==> src/rtl/nonoverlap_clkgen_multi.sv <==
// Programmable non-overlapping MOD/MODN clock pair with NUM_LAG phase-shifted MOD copies.
// Half-period, dead time and phases go through a shadow register and change only at a wrap.
module nonoverlap_clkgen_multi #(
  parameter int unsigned CNT_W     = 16,
  parameter int unsigned NUM_LAG   = 1,
  parameter int unsigned DEF_HALF  = 8,
  parameter int unsigned DEF_DEAD  = 2,
  parameter int unsigned DEF_PHASE = 8
) (
  input  logic                       CLK_IN,
  input  logic                       RESET,
  input  logic                       ENABLE,
  input  logic                       CFG_VALID,
  output logic                       CFG_READY,
  input  logic [CNT_W-1:0]           CFG_HALF,
  input  logic [CNT_W-1:0]           CFG_DEAD,
  input  logic [NUM_LAG*CNT_W-1:0]   CFG_PHASE,
  output logic                       CLK_OUT_MOD,
  output logic                       CLK_OUT_MODN,
  output logic [NUM_LAG-1:0]         CLK_OUT_MODL,
  output logic                       RUNNING,
  output logic                       CFG_ERR
);

  localparam int unsigned CW = CNT_W + 1;
  localparam logic [CNT_W-1:0] DefHalf  = CNT_W'(DEF_HALF);
  localparam logic [CNT_W-1:0] DefDead  = CNT_W'(DEF_DEAD);
  localparam logic [CNT_W-1:0] DefPhase = CNT_W'(DEF_PHASE);

  typedef enum logic [1:0] {StIdle, StRun, StDrain} state_e;

  state_e                     state_q, state_d;
  logic [CW-1:0]              cnt_q, cnt_d;
  logic [CNT_W-1:0]           half_q, dead_q;
  logic [NUM_LAG*CNT_W-1:0]   phase_q;
  logic                       sh_full_q;
  logic [CNT_W-1:0]           sh_half_q, sh_dead_q;
  logic [NUM_LAG*CNT_W-1:0]   sh_phase_q;
  logic                       mod_q, modn_q, running_q, err_q;
  logic [NUM_LAG-1:0]         modl_q;

  logic [CW-1:0]              period, cfg_period, half_ext, dead_ext, lag_pos;
  logic [CW:0]                lag_diff;
  logic                       wrap, xfer, apply, cfg_legal, gate;
  logic                       mod_d, modn_d;
  logic [NUM_LAG-1:0]         modl_d;

  assign period     = {half_q, 1'b0};
  assign cfg_period = {CFG_HALF, 1'b0};
  assign half_ext   = {1'b0, half_q};
  assign dead_ext   = {1'b0, dead_q};
  assign wrap       = (cnt_q == period - CW'(1));
  assign xfer       = CFG_VALID & ~sh_full_q;
  // Shadow and transfer are mutually exclusive: a transfer needs an empty shadow.
  assign apply      = sh_full_q & ((state_q == StIdle) | wrap);

  always_comb begin
    cfg_legal = (CFG_HALF != '0) && (CFG_DEAD < CFG_HALF);
    for (int unsigned i = 0; i < NUM_LAG; i++) begin
      if ({1'b0, CFG_PHASE[i*CNT_W +: CNT_W]} >= cfg_period) begin
        cfg_legal = 1'b0;
      end
    end
  end

  always_comb begin
    state_d = state_q;
    cnt_d   = cnt_q;
    unique case (state_q)
      StIdle: begin
        cnt_d = '0;
        if (ENABLE) state_d = StRun;
      end
      StRun: begin
        cnt_d = wrap ? '0 : cnt_q + CW'(1);
        if (!ENABLE) state_d = StDrain;
      end
      StDrain: begin
        cnt_d = wrap ? '0 : cnt_q + CW'(1);
        if (ENABLE)    state_d = StRun;
        else if (wrap) state_d = StIdle;
      end
      default: begin
        state_d = StIdle;
        cnt_d   = '0;
      end
    endcase
  end

  // Outputs are silent in IDLE and from the edge that ends a drain.
  always_comb begin
    gate     = (state_q != StIdle) && (state_d != StIdle);
    mod_d    = gate && (cnt_q >= dead_ext) && (cnt_q < half_ext);
    modn_d   = gate && (cnt_q >= half_ext + dead_ext) && (cnt_q < period);
    lag_diff = '0;
    lag_pos  = '0;
    modl_d   = '0;
    for (int unsigned i = 0; i < NUM_LAG; i++) begin
      lag_diff  = {1'b0, cnt_q} - {2'b00, phase_q[i*CNT_W +: CNT_W]};
      lag_pos   = lag_diff[CW] ? lag_diff[CW-1:0] + period : lag_diff[CW-1:0];
      modl_d[i] = gate && (lag_pos >= dead_ext) && (lag_pos < half_ext);
    end
  end

  always_ff @(posedge CLK_IN) begin
    if (RESET) begin
      state_q    <= StIdle;
      cnt_q      <= '0;
      half_q     <= DefHalf;
      dead_q     <= DefDead;
      phase_q    <= {NUM_LAG{DefPhase}};
      sh_full_q  <= 1'b0;
      sh_half_q  <= '0;
      sh_dead_q  <= '0;
      sh_phase_q <= '0;
      mod_q      <= 1'b0;
      modn_q     <= 1'b0;
      modl_q     <= '0;
      running_q  <= 1'b0;
      err_q      <= 1'b0;
    end else begin
      state_q   <= state_d;
      cnt_q     <= cnt_d;
      mod_q     <= mod_d;
      modn_q    <= modn_d;
      modl_q    <= modl_d;
      running_q <= (state_q != StIdle);
      err_q     <= xfer & ~cfg_legal;
      if (apply) begin
        half_q  <= sh_half_q;
        dead_q  <= sh_dead_q;
        phase_q <= sh_phase_q;
      end
      if (xfer && cfg_legal) begin
        sh_full_q  <= 1'b1;
        sh_half_q  <= CFG_HALF;
        sh_dead_q  <= CFG_DEAD;
        sh_phase_q <= CFG_PHASE;
      end else if (apply) begin
        sh_full_q <= 1'b0;
      end
    end
  end

  assign CFG_READY    = ~sh_full_q;
  assign CLK_OUT_MOD  = mod_q;
  assign CLK_OUT_MODN = modn_q;
  assign CLK_OUT_MODL = modl_q;
  assign RUNNING      = running_q;
  assign CFG_ERR      = err_q;

endmodule

==> config.mk <==
export PLATFORM = sky130hd
export DESIGN_NAME = nonoverlap_clkgen_multi
export DESIGN_NICKNAME = d
export VERILOG_FILES = /design/src/rtl/nonoverlap_clkgen_multi.sv
export SDC_FILE = /design/constraint.sdc
export NUM_CORES = 1
export LEC_CHECK = 0
export CAP_MARGIN = 20
export CORE_AREA = 2 2 147 149
export CTS_CLUSTER_SIZE = 16
export DETAILED_ROUTE_END_ITERATION = 16
export DIE_AREA = 0 0 149 151
export GPL_TIMING_DRIVEN = 0
export PLACE_DENSITY_LB_ADDON = 0.2
export SLEW_MARGIN = 5
export SYNTH_ARGS = -nofsm -noshare
export SYNTH_HDL_FRONTEND = slang
export SYNTH_SLANG_ARGS = --single-unit
==> constraint.sdc <==
create_clock -name CLK_IN -period 6.7 [get_ports CLK_IN]
set_clock_uncertainty 0.05 [all_clocks]
set_input_delay 1.34 -clock CLK_IN [delete_from_list [all_inputs] [get_ports CLK_IN]]
set_output_delay 1.34 -clock CLK_IN [all_outputs]
set_load 0.005 [all_outputs]
# Word-level counts from Yosys, hierarchy flattened
# Cells that the tools add are included.
# classes
add_sub_neg,5
n_mul,0
n_div,0
n_lt_le_gt_ge,8
eq_ne,3
shifts,0
muxes,9
bitwise,7
reduce_logical,16
# ops
operator,count
$ge A17 B16 Y1,2
$lt A17 B16 Y1,2
$sub A17 B16 Y18,1
$add A16 B16 Y17,1
$add A17 B1 Y17 const B,1
$add A17 B17 Y17,1
$eq A17 B17 Y1,1
$ge A16 B17 Y1,1
$ge A17 B17 Y1,1
$lt A17 B17 Y1,1
$mux W17,1
$sub A17 B1 Y17 const B,1
$lt A16 B16 Y1,1
$reduce_bool A16 Y1,1
$logic_and A1 B1 Y1,9
$mux W2,4
$pmux W2 S3,1
$reduce_bool A2 Y1,3
$and A1 B1 Y1,3
$mux W1,3
$not A1 Y1,3
$reduce_or A3 Y1,1
$eq A2 B1 Y1 const B,1
$eq A2 B2 Y1 const B,1
other kinds (3),3
# word_totals
regBits,121
latchBits,0
mem_bits_rw,0
mem_bits_ro,0
input_bits,52
output_inout_bits,6
elab_cells,62
mem_count,0

# Depth between registers and ports, before layout
# logic_depth
depth_word,9
ltp_mapped,24
depth_no_buf,24

# Worst setup path after synthesis
# No wires, ideal clock.
# synth_timing
path_kind,reg2reg
start,reg cnt_q[2]
end,"reg modl_q, in the netlist CLK_OUT_MODL"
setup_time_ns,0.129
arrival_time_ns,4.902
required_ns,6.521
path_slack_ns,1.619
path_stages_with_launch,22
n_path_buf,0
period_less_slack_ns,5.081
cell_sequence,dfxtp_1 -> ha_1 -> nor2b_1 -> o31a_1 -> o211ai_1 -> a21boi_0 -> o21a_1 -> or4b_2 -> nand3_1 -> ha_1 -> and3_1 -> a21oi_1 -> o21ai_0 -> o41ai_1 -> a21oi_1 -> or3b_2 -> a31oi_1 -> ha_1 -> nand2_1 -> a21oi_1 -> o32ai_1 -> a2111oi_0
# synth_via
elab_chain_cells,8
elab_cells_between_ends,13
cone_classes,add/sub (2); order compare (2); eq/ne (1); mux (4); reduce/logical (4)
# synth_lines
item,line_no,rtl
start: declaration,33,"logic [CW-1:0] cnt_q, cnt_d;"
start signal: assignment,123,cnt_q <= cnt_d;
"parallel branches: the longest is 7 deep, another holds $sub A17 B16 Y18",n/a,
$logic_and A1 B1 Y1 (*),101,modl_d[i] = gate && (lag_pos >= dead_ext) && (lag_pos < half_ext);
end signal: assignment,126,modl_q <= modl_d;
end: declaration,40,logic [NUM_LAG-1:0] modl_q;
# Mark *: on every way between the ends.
# A chain may end at the register's enable or synchronous reset.

# Final worst setup path
# Same ends and word-level chain as after synthesis.

==> results by group <==
Placed design
  – Routability congestion estimate: 0.903
  – PortBufs: 57
  – DP Wirelength: between 20000 and 25000 um

Global routing
  – Largest net degree at the start of global routing: 17
  – Total gr overflow: 0
  – Initial antenna violation count: 1
  – First-pass GRT wire length: approximately 45000 um
  – Vias in the first global route: between 8000 and 9000
  – GRT Total Usage: between 20% and 30%

Timing
  – Final worst path period need: slightly above 6000 ps
  – Hold Slack: 412 ps
  – Pins Over Slew Limit: 0
  – Total negative slack: 0 ps
  – Fmax: around 0.16 GHz
  – # setup viols final: 0
  – RSZ-0062 raised after global routing: false
  – Rel. slew slack: 36.5%
  – Final period utilization: between 90 and 100%
  – Final hold vios: 0
  – Worst slew pin tran: about 940 ps

Power and ir drop
  – Switching power: between 0.0007 and 0.0008 W
  – Comb pwr share: around 28%
  – Peak supply drop: 157 uV
  – Sequential share of power: approximately 34%
  – Int Pwr: 0.00156 W
  – Clock power frac: between 30% and 40%
  – Cell area power density: between 150 and 200 nW/um^2
  – Sw frac: approximately a third
  – Leakage power: about 5.4 nW

Critical path
  – CP max FO: 10
  – R2R depth: 21
  – Type of origin of the critical path: flop
  – CP Cell Sequence: ha_1, nor2b_1, o31a_1, o211ai_1, a21boi_0, o21a_1, or4b_2, nand3_1, ha_1, and3_1, a21oi_1, o21ai_0, o41ai_1, xnor2_1, mux2_2, ha_1, nand3_1, nor4_1, o21a_1, o32ai_1, a2111oi_0
  – Most used cell, CP: ha_1
  – CP max stage cell: dfxtp_1
  – Crit-path max cell delay: around 620 ps
  – Kind of critical path: flop to flop
  – Arrival time at the worst endpoint: 6340 ps
  – Critical Path Sink Type: flop
  – Worst Path Required: 6950 ps

Logic synthesis
  – Area contributors post-synth: dfxtp_1 (24%), ha_1 (22%), mux2i_1 (9.5%)
  – Synth Warn #: 0
  – Post-synth ARST share: 0%
  – Ys flop type: dfxtp_1
  – Largest area contributor in the netlist: dfxtp_1
  – Number of flops mapped to enable cells by yosys: 0
  – Area share of the largest cell type after synthesis: about a quarter
  – Post-synthesis cell count: around 1200
  – Post-Synthesis Net Count: 1445
  – Mapped Area: 10200 um^2
  – Syn_area_per_cell: about 8.5 um^2
  – Yosys reg bits: around 120
  – Post-synthesis sequential area ratio: between 20% and 30%
  – Distinct cells, synth: 66

Finish
  – Antenna diodes: 0
  – Sequential cell area: roughly 2400 um^2
  – Nets: between 1500 and 2000
  – Filler instances: between 1500 and 2000
  – Area delta synth->final: 14.3%
  – Share of post-route cells with drive strength above 1: under 10%
  – Area of the multi-input gates: 7360 um^2

Route
  – Drt wl/cell: 18.0 um
  – Detailed-route DRC error count: 0
  – Detailed-route vias per instance: 5.65
  – Routed WL: ~28000 um
  – Iteration-0 DRC Markers: between 300 and 400
  – Via count: 8878
  – Post-route antenna net violation count: 0
  – TritonRoute pass-1 iters: 5

Min path
  – Hold path depth: 2
  – Hold crit path type: flop to flop

Clocking
  – Hold Buf Count CTS: 0
  – Clock-pin transition on the worst setup and hold timing paths: roughly 60 ps
  – Clk_lat worst skew: between 400 and 500 ps
  – Clk buf depth: 2
  – # resized after CTS: 0
  – H-Tree Depth: 4
  – Setup bufs post-CTS: 0
  – Number of CTS-inserted buffers: 17
  – Clock root cell: clkbuf_16
  – TritonCTS clock tree: yes
  – Clk sinks: approximately 120

Floorplanning
  – CORE AREA: roughly 21000 um^2
  – Num rows: 53
  – DIE AREA: 22500 um^2
  – Die Span X: ~150 um
  – Initial core utilization: around half
  – Num ports: 58
  – Die height: ~150 um

Flow run
  – Max-Cap Viols: 0

Status
  – Status: finished, final reports clean
power by group through the flow:
stage                     logic (W)  clock network [W]  registers [W]
after floorplan            0.000462                  0       0.000780
after global placement     0.000625                  0       0.000792
after detailed placement   0.000639                  0       0.000793
after CTS                  0.000642           0.000887       0.000777
after global routing       0.000721           0.000918       0.000781
final                      0.000644           0.000878       0.000778
metrics by stage:
step,cell area (um^2),utilization (%),cells,total power [W],setup WS [ps]
2_1_floorplan,10200,-,1209,0.00124,1620
3_3_place_gp,11200,53.6,1541,0.00142,712
3_5_place_dp,11200,53.6,1541,0.00143,713
4_1_cts,11700,56.2,1572,0.00231,681
5_1_grt,11700,56.2,1572,0.00242,103
6_report,11700,56.2,1572,0.00230,611
layer usage:
layer,up-vias,wire [um],GRT usage (%)
li1,4510,-,-
met3,65,1100,3.46
met1,4076,13000,33.1
met2,225,13100,44.1
met5,-,13,0
met4,2,1050,11.0
layout make-up:
type | instances | share of cell area (%)
Multi-Input combinational cell | 974 | 62.9
Sequential cell | 121 | 20.7
Timing Repair Buffer | 57 | 4.87
Clock buffer | 17 | 3.63
Tap cell | 275 | 2.94
Inverter | 81 | 2.60
Buffer | 33 | 1.30
Clock inverter | 14 | 1.07
cell usage in the layout, fill, tap and decap left out, types with 40 or more instances in the layout:
cell             netlist  final
ha_1                 181    181
dfxtp_1              121    121
nand2_1              132    132
o21ai_0               40     40
a21oi_1               58     58
mux2i_1               97     97
inv_1                 81     81
nor2_1               105    105
clkdlybuf4s50_1        0     57
synth_stat cells (all sizes together) (4+ instances only):
master and n:
a31oi 17, xor2 32, nand2 132, nor2b 16, and2 4, o21ai 41
nand4 23, o21bai 6, nor4 10, nand3 14, mux2i 97, xnor2 32
nor2 105, ha 181, or3 6, a21o 32, buf 10, nor3 22
a2111oi 7, mux2 12, dfxtp 121, or2 6, inv 81, nand2b 9
a21oi 58, a211oi 12, clkbuf 23, o211ai 9, and3 15, o21a 21
nor4b 4
final timing paths:
path / startpoint / end / slack [ps]
setup / recovery: cnt_q[2] / CLK_OUT_MODL / 610
hold / removal: sh_half_q[12] / sh_half_q[12] / 410
setup reg to reg: cnt_q[2] / CLK_OUT_MODL / 610
hold reg to reg: sh_half_q[12] / sh_half_q[12] / 410
registers in the layout, indices dropped and copies added, names as in the netlist:
signal        count
sh_full_q         1
CLK_OUT_MOD       1
CLK_OUT_MODN      1
CLK_OUT_MODL      1
CFG_ERR           1
sh_phase_q       16
sh_dead_q        16
sh_half_q        16
cnt_q            17
RUNNING           1
dead_q           16
phase_q          16
half_q           16
state_q           2
cells by family after synthesis:
group | count (synthesis) | share of synthesized area [%]
adder cells (fa/ha/maj) | 184 | 22.7
AND/OR/NAND/NOR | 381 | 17.6
multiplexers | 109 | 10.8
XOR/XNOR | 64 | 5.47
buffers and inverters | 114 | 4.46
AO/OA/AOI/OAI | 236 | 15.4
flip-flops | 121 | 23.7
critical path: cells and delay by family, from the launching register on:
kind,cells,cell delay (ps)
flip-flops,1,620
AND/OR/NAND/NOR,6,1640
XOR/XNOR,1,120
multiplexers,1,330
adder cells (fa/ha/maj),3,970
AO/OA/AOI/OAI,10,2210
No activity file was read; power rests on OpenSTA's default activity.
